`src/rtl/board_eval.sv`:
```
// Material evaluator: walks N boards of NUM_SQUARES piece codes in SDRAM, writes one signed
// score word per board and tracks the best-scoring board for the search controller.
module board_eval #(
  parameter int NUM_SQUARES = 64,
  parameter int KING_VALUE  = 20000,
  parameter bit MAXIMIZE    = 1'b1
) (
  input  logic        clk,
  input  logic        rst_n,
  output logic        slave_waitrequest,
  input  logic [3:0]  slave_address,
  input  logic        slave_read,
  output logic [31:0] slave_readdata,
  input  logic        slave_write,
  input  logic [31:0] slave_writedata,
  input  logic        master_waitrequest,
  output logic [31:0] master_address,
  output logic        master_read,
  input  logic [31:0] master_readdata,
  input  logic        master_readdatavalid,
  output logic        master_write,
  output logic [31:0] master_writedata
);

  typedef enum logic [2:0] {
    S_IDLE, S_INIT, S_CHECK, S_RD_REQ, S_RD_WAIT, S_ACCUM, S_WR_SCORE, S_DONE
  } state_t;

  localparam logic [31:0] BEST_INIT = MAXIMIZE ? 32'h8000_0000 : 32'h7FFF_FFFF;
  localparam logic [31:0] LAST_SQ   = 32'(NUM_SQUARES - 1);

  state_t             state, state_next;
  logic [31:0]        src, count, dst, best_idx, k, i;
  logic signed [31:0] best_score, acc;
  logic               error;
  logic [7:0]         piece, piece_mag;
  logic signed [31:0] mag_val, piece_val;
  logic               piece_bad;
  logic               busy, start, wr_en, better;
  logic               unused_ok;

  assign busy  = (state != S_IDLE) && (state != S_DONE);
  assign wr_en = slave_write && !busy;
  assign start = wr_en && (slave_address == 4'd0);

  // Piece codes are signed bytes; the magnitude band selects the material value.
  assign piece_mag = piece[7] ? (~piece + 8'd1) : piece;

  // NOTE: every always_comb output gets a default first so no path can infer a latch.
  always_comb begin
    mag_val   = '0;
    piece_bad = 1'b0;
    if (piece_mag == 8'd0)       mag_val = 32'sd0;
    else if (piece_mag <= 8'd8)  mag_val = 32'sd100;
    else if (piece_mag <= 8'd18) mag_val = 32'sd500;
    else if (piece_mag <= 8'd28) mag_val = 32'sd320;
    else if (piece_mag <= 8'd38) mag_val = 32'sd330;
    else if (piece_mag <= 8'd47) mag_val = 32'sd900;
    else if (piece_mag == 8'd48) mag_val = 32'(KING_VALUE);
    else                         piece_bad = 1'b1;
    piece_val = piece[7] ? -mag_val : mag_val;
  end

  assign better = MAXIMIZE ? (acc > best_score) : (acc < best_score);

  always_comb begin
    state_next = state;
    case (state)
      S_IDLE, S_DONE: state_next = start ? S_INIT : S_IDLE;
      S_INIT:         state_next = S_CHECK;
      S_CHECK:        state_next = (k == count) ? S_DONE : S_RD_REQ;
      S_RD_REQ:       if (!master_waitrequest) state_next = S_RD_WAIT;
      S_RD_WAIT:      if (master_readdatavalid) state_next = S_ACCUM;
      S_ACCUM:        state_next = (i == LAST_SQ) ? S_WR_SCORE : S_RD_REQ;
      S_WR_SCORE:     if (!master_waitrequest) state_next = S_CHECK;
      default:        state_next = S_IDLE;
    endcase
  end

  always_comb begin
    master_read      = (state == S_RD_REQ);
    master_write     = (state == S_WR_SCORE);
    master_address   = '0;
    master_writedata = '0;
    if (master_read)  master_address = src + k * 32'(NUM_SQUARES) + i;
    if (master_write) begin
      master_address   = dst + {k[29:0], 2'b00};
      master_writedata = acc;
    end
  end

  // Status reads stall while busy; every other register answers in the same cycle.
  assign slave_waitrequest = slave_read && (slave_address == 4'd0) && busy;

  always_comb begin
    slave_readdata = '0;
    if (slave_read) begin
      case (slave_address)
        4'd0:    slave_readdata = {31'b0, !busy};
        4'd1:    slave_readdata = src;
        4'd2:    slave_readdata = count;
        4'd3:    slave_readdata = dst;
        4'd4:    slave_readdata = best_idx;
        4'd5:    slave_readdata = best_score;
        4'd6:    slave_readdata = {31'b0, error};
        default: slave_readdata = '0;
      endcase
    end
  end

  // NOTE: sequential state uses non-blocking assignments so all registers update together.
  always_ff @(posedge clk) begin
    if (!rst_n) begin
      state      <= S_IDLE;
      src        <= '0;
      count      <= '0;
      dst        <= '0;
      best_idx   <= '1;
      best_score <= BEST_INIT;
      error      <= 1'b0;
      k          <= '0;
      i          <= '0;
      acc        <= '0;
      piece      <= '0;
    end else begin
      state <= state_next;
      if (wr_en) begin
        case (slave_address)
          4'd1:    src   <= slave_writedata;
          4'd2:    count <= slave_writedata;
          4'd3:    dst   <= slave_writedata;
          default: ;
        endcase
      end
      case (state)
        S_INIT: begin
          k          <= '0;
          i          <= '0;
          acc        <= '0;
          error      <= 1'b0;
          best_idx   <= '1;
          best_score <= BEST_INIT;
        end
        S_RD_WAIT: if (master_readdatavalid) piece <= master_readdata[7:0];
        S_ACCUM: begin
          acc <= acc + piece_val;
          if (piece_bad) error <= 1'b1;
          if (i != LAST_SQ) i <= i + 32'd1;
        end
        S_WR_SCORE: if (!master_waitrequest) begin
          // Strict compare: on a tie the earlier board keeps the title.
          if (better) begin
            best_idx   <= k;
            best_score <= acc;
          end
          k   <= k + 32'd1;
          i   <= '0;
          acc <= '0;
        end
        default: ;
      endcase
    end
  end

  assign unused_ok = ^{master_readdata[31:8], 1'b0};

endmodule

```
`config.mk`:
```
export PLATFORM = sky130hd
export DESIGN_NAME = board_eval
export DESIGN_NICKNAME = d
export VERILOG_FILES = /design/src/rtl/board_eval.sv
export SDC_FILE = /design/constraint.sdc
export NUM_CORES = 1
export LEC_CHECK = 0
export ABC_AREA = 0
export CAP_MARGIN = 20
export CORE_AREA = 2 2 248 250
export DETAILED_ROUTE_END_ITERATION = 7
export DIE_AREA = 0 0 250 252
export MAX_ROUTING_LAYER = met4
export PLACE_DENSITY = 0.53
export SETUP_SLACK_MARGIN = 0.15
export SLEW_MARGIN = 20
export SYNTH_ARGS = -nofsm -noshare
export SYNTH_HDL_FRONTEND = slang
export SYNTH_SLANG_ARGS = --single-unit
```
`constraint.sdc`:
```
create_clock -name clk -period 5 [get_ports clk]
set_input_delay 0.75 -clock clk [delete_from_list [all_inputs] [get_ports clk]]
set_output_delay 0.75 -clock clk [all_outputs]
set_load 0.02 [all_outputs]
```
== Word-level counts from Yosys, hierarchy flattened ==
Cells that the tools add are included.

* Input port bits: 74
* Register bits: 268
* Output and inout bits: 99

* Equality and inequality tests: 24
* Bitwise gates (word level): 1
* Order comparisons: 6
* Add/sub/neg operators: 8
* Reduce and logical (&&, ||, !) cells: 24
* Multiplexer cells: 42

{| class="wikitable"
|+ Operators by type and width
! cell !! number
|-
| $mux W32 || 12
|-
| $pmux W32 S7 || 1
|-
| $pmux W32 S2 || 3
|-
| $pmux W32 S3 || 2
|-
| $add A32 B32 Y32 || 4
|-
| $mux W15 || 7
|-
| $add A32 B1 Y32 const B || 2
|-
| $eq A32 B32 Y1 || 1
|-
| $eq A32 B6 Y1 const B || 1
|-
| $gt A32 B32 Y1 || 1
|-
| $ne A32 B6 Y1 const B || 1
|-
| $neg A32 Y32 || 1
|-
| $pmux W3 S7 || 1
|-
| $le A8 B5 Y1 const B || 2
|-
| $le A8 B6 Y1 const B || 2
|-
| $mux W3 || 5
|-
| $reduce_and A2 Y1 || 7
|-
| $eq A3 B3 Y1 const B || 4
|-
| $eq A4 B3 Y1 const B || 3
|-
| $ne A2 B2 Y1 const B || 5
|-
| $mux W1 || 9
|-
| $reduce_and A3 Y1 || 3
|-
| $add A8 B1 Y8 const B || 1
|-
| $eq A4 B2 Y1 const B || 2
|-
| other kinds (18) || 25
|}

== Longest topological paths before layout ==
* Depth after elaboration: 15
* Depth in mapped cells: 25

== Worst setup path before layout ==
OpenSTA, ideal clock, no wires.

* Kind: register to register
* Start point: register piece[0]
* End point: register acc[31]
* Clock period less this slack: 5032 ps
* Stages on the path, launching flop included: 25
* Buffers on the path: 1
* Library setup time: 119 ps
* Slack: -32 ps
* Arrival time: 4913 ps
* Cells stage by stage: dfxtp_1 -> buf_2 -> inv_1 -> ha_1 -> mux2_2 -> nor4_1 -> a22oi_1 -> o21ai_0 -> o32ai_1 -> nand2_1 -> ha_1 -> nand2_1 -> nor3_1 -> ha_1 -> a21o_1 -> ha_1 -> and4_1 -> o2111a_1 -> o2111ai_1 -> nand2_1 -> a41o_1 -> o221ai_1 -> mux2i_1 -> a311oi_1 -> o21bai_1

* Cells in the longest elaborated chain, start to end: 15
* Elaborated cells on any way between the ends: 21
* Classes of those cells: add/sub: 3; order compare: 5; eq/ne: 1; mux: 10; bitwise: 1; reduce/logical: 1

{| class="wikitable"
|+ Ends and longest elaborated chain
! what !! line !! text
|-
| from (decl) || 36 || <nowiki>logic [7:0] piece, piece_mag;</nowiki>
|-
| from (signal assigned) || 144 || <nowiki>S_RD_WAIT: if (master_readdatavalid) piece <= master_readdata[7:0];</nowiki>
|-
| $not A8 Y8 || 47 || <nowiki>assign piece_mag = piece[7] ? (~piece + 8'd1) : piece;</nowiki>
|-
| $add A8 B1 Y8 || 47 ||
|-
| $mux W8 * || 47 ||
|-
| parallel branches: the longest is 7 deep, another holds $le A8 B6 Y1 || n/a ||
|-
| $mux W15 * || 53 || <nowiki>if (piece_mag == 8'd0) mag_val = 32'sd0;</nowiki>
|-
| $neg A32 Y32 || 61 || <nowiki>piece_val = piece[7] ? -mag_val : mag_val;</nowiki>
|-
| $mux W32 * || 61 ||
|-
| $add A32 B32 Y32 * || 146 || <nowiki>acc <= acc + piece_val;</nowiki>
|-
| $pmux W32 S3 * || 135 || <nowiki>case (state)</nowiki>
|-
| to (signal assigned) || 146 ||
|-
| to (decl) || 34 || <nowiki>logic signed [31:0] best_score, acc;</nowiki>
|}

Every way passes the cells marked *.
A chain may end at the register's enable or synchronous reset.

== Final worst setup path ==
* Start point: register src[6]
* End point: output port master_address[20]

* Cells in the longest elaborated chain, start to end: 4

{| class="wikitable"
|+ Ends and longest elaborated chain
! what !! line !! text
|-
| from (decl) || 33 || <nowiki>logic [31:0] src, count, dst, best_idx, k, i;</nowiki>
|-
| from (signal assigned) || 129 || <nowiki>4'd1: src <= slave_writedata;</nowiki>
|-
| $add A32 B32 Y32 (2 in a row) || 85 || <nowiki>if (master_read) master_address = src + k * 32'(NUM_SQUARES) + i;</nowiki>
|-
| $mux W32 || 85 ||
|-
| $mux W32 || 86 || <nowiki>if (master_write) begin</nowiki>
|-
| to (decl) || 17 || <nowiki>output logic [31:0] master_address,</nowiki>
|}

No other way between the ends.

==> key figures <==
STA
  • Worst-Margin Slew: 1.120 ns
  • Tmin final: 4.803 ns
  • Max Fclk: 0.2082 GHz
  • Final setup viols: 0
  • Final period util: 96.05%
  • Clk_skew: 0.01770 ns
  • Final hold vios: 0
  • RSZ-0062 raised after global routing: true
  • Final Max Tran Viols: 0
  • Hold_ws: 0.4803 ns
  • Slew headroom: 25.33%

Logic synthesis
  • Post-synthesis cell area: 17940 um^2
  • Top-count cell post-synth: nand2_1
  • FFs w/ async S/R, synth: 0%
  • Mapped Cells: 2181
  • Top post-synthesis cells by area: dfxtp_1 (30%), ha_1 (9.5%), nand2_1 (6.2%), xor2_1 (4.2%), a21boi_0 (4.1%)
  • Yosys warnings: 0
  • Main synth FF type: dfxtp_1
  • Yosys reg bits: 266
  • Mean Syn Cell Area: 8.225 um^2
  • Post-synth top area cell: dfxtp_1
  • Seq/Total Area, Yosys: 29.68%
  • Count of cell types in the netlist: 80
  • Post-synth top area share: 29.68%
  • Post-Syn Nets: 2419
  • EDFF count, synth: 0
  • Synth cell count leaders: nand2_1 (295), dfxtp_1 (266), nor2_1 (148), ha_1 (136), a21oi_1 (130)

Cells and area
  • Fill count: 6114
  • Area delta synth->final: 25.47%
  • Ratio of cells with drive above 1 in the final layout: 11.93%
  • Finished Layout Cells: 3168
  • Multi-input gate area: 12410 um^2
  • Reg area: 5358 um^2
  • Fin nets: 2594

Critical path
  • Maximum fanout along the worst path: 4
  • Startpoint types: register
  • Required time worst endpoint: 4.25 ns
  • Crit path DAT: 4.05 ns
  • CP Capture Type: primary output
  • CP Class: register to primary output

Power and ir drop
  • Maximum vdd drop: 0.2129 mV
  • Leak: 0.008873 uW
  • Sw Ratio: 25.53%
  • Internal power: 3960 uW
  • Reg power frac: 40.8%
  • Switching power: 1358 uW
  • Clock power frac: 49.5%
  • Logic pwr share: 9.7%
  • PwrDens: 236.3 nW/um^2

Clock tree
  • Sink count of the clock tree: 266
  • Clock-pin transition on the worst setup and hold timing paths: 0.06 ns
  • Clk_lat worst skew: 0.55 ns
  • CTS Hold Bufs: 0
  • TritonCTS clock tree: done
  • Root buf cell: clkbuf_16
  • Clk buf depth: 3
  • TritonCTS Buffers: 35
  • CTS H-Tree Depth: 2

Run status
  • Outcome: finished clean

Route
  • Iteration-0 DRC Markers: 1171
  • WL per Instance: 21.03 um
  • Drt via density: 5.428
  • Final WL: 66.61 mm
  • TritonRoute pass-1 iters: 8
  • Vias: 17200
  • Remaining DRCs: 0
  • DRT antenna net count: 0

Floorplan
  • Number of core rows: 90
  • Die footprint: 63000 um^2
  • Top-Level Pins: 173
  • Core Region: 60130 um^2
  • Overall die height: 252 um
  • Starting Density: 29.83%
  • Die W: 250 um

GRT
  • Number of global-route vias before repair: 16540
  • GRT Total Usage: 21.01%
  • Initial antenna violation count: 5
  • Largest net degree at the start of global routing: 73
  • First-pass GRT wire length: 99.25 mm
  • GRT Residual Overflow: 0

Placed design
  • HPWL Detailed: 49.89 mm
  • Routability-driven placement congestion ratio: 0.9250
  • Placed insts: 3089
  • Buffers added on ports: 147

Run
  • Total of max-cap violations: 0

Hold path
  • Hold Path Class: register to register
==> layout make-up <==
cell class | count | share of cell area (%)
clock buffer | 54 | 4.753
multi-input combinational | 1726 | 55.13
tap | 782 | 4.347
sequential | 266 | 23.80
antenna | 5 | 0.05559
timing repair buffer | 252 | 10.11
clock inverter | 8 | 0.5392
inverter | 75 | 1.262
==> stage by stage <==
stage	area [um^2]	power (uW)	worst slack, ns	utilization [%]	setup TNS, ns
global placement	20720	2684	0.07473	34.47	0
CTS	22020	5338	0.1160	36.62	0
finish	22510	5318	0.1973	37.43	0
floorplan	17960	2480	0.1726	-	0
detailed placement	20720	2689	0.01574	34.47	0
global route	22510	5495	-0.02756	37.43	-0.02756
==> path summary, 6_finish.rpt <==
check	start	to	slack [ns]	cells after the start
setup / recovery	src[6]	master_address[20]	0.20	13
hold / removal	best_idx[16]	best_idx[16]	0.48	1
setup reg to reg	piece[0]	acc[21]	0.21	23
hold reg to reg	best_idx[16]	best_idx[16]	0.48	1
==> metal layers <==
layer | vias to the layer above | share of wire, % | track usage, %
met5 | - | 0 | -
met4 | 0 | 3.3 | 7.408
met3 | 111 | 6.1 | 3.374
met2 | 557 | 47 | 33.98
met1 | 8306 | 44 | 26.59
li1 | 8223 | - | -
==> critical path: stages, from the launching register on <==
cell,delay (ns)
dfxtp_2,0.35
fa_1,0.51
ha_4,0.19
or3_4,0.39
nor2_2,0.10
o21ai_2,0.07
and3_4,0.19
o211ai_1,0.25
a41oi_2,0.17
or4_1,0.50
a31oi_2,0.25
xnor2_1,0.12
a32o_2,0.28
buf_6,0.14
==> kinds of logic after synthesis <==
family	synth area share (%)
AO/OA/AOI/OAI	25.89
XOR/XNOR	8.188
adder cells (fa/ha/maj)	12.61
buffers and inverters	4.059
flip-flops	29.68
multiplexers	0.5649
other	0.02090
AND/OR/NAND/NOR	18.98
==> cell usage in the layout (no fill, tap or decap), types with 26 or more instances in the layout <==
| master | n |
|---|---|
| and2_1 | 36 |
| nor2b_1 | 46 |
| buf_4 | 105 |
| a22o_1 | 31 |
| o22ai_1 | 26 |
| xor2_1 | 86 |
| inv_1 | 69 |
| nand4_1 | 31 |
| a21boi_0 | 97 |
| a22oi_1 | 49 |
| o22a_1 | 31 |
| fa_1 | 28 |
| a21oi_1 | 121 |
| nand2_1 | 292 |
| clkbuf_16 | 37 |
| nor2_1 | 143 |
| o21ai_0 | 64 |
| ha_1 | 125 |
| nand3_1 | 37 |
| xnor2_1 | 78 |
| and3_1 | 29 |
| dfxtp_1 | 246 |
| clkdlybuf4s50_1 | 129 |
| a21o_1 | 62 |
| a222oi_1 | 32 |
==> registers in the layout, indices dropped and copies added, names as in the netlist <==
| register | flops |
|---|---|
| piece | 8 |
| k | 32 |
| src | 32 |
| error | 1 |
| count | 32 |
| state | 3 |
| i | 32 |
| best_score | 31 |
| best_idx | 32 |
| dst | 32 |
| acc | 31 |
==> repair_timing <==
item                       in CTS  in global routing
setup endpoints to repair      19                 28
setup buffers                   2                 10
pin swaps                       3                 35
resized for setup              47                106
==> power groups by stage <==
stage	logic (uW)	clock network (uW)	registers [uW]
CTS	483	2690	2170
floorplan	283	0	2200
global placement	472	0	2210
detailed placement	476	0	2210
finish	518	2630	2170
global route	558	2770	2170
No activity file was read; power rests on OpenSTA's default activity.
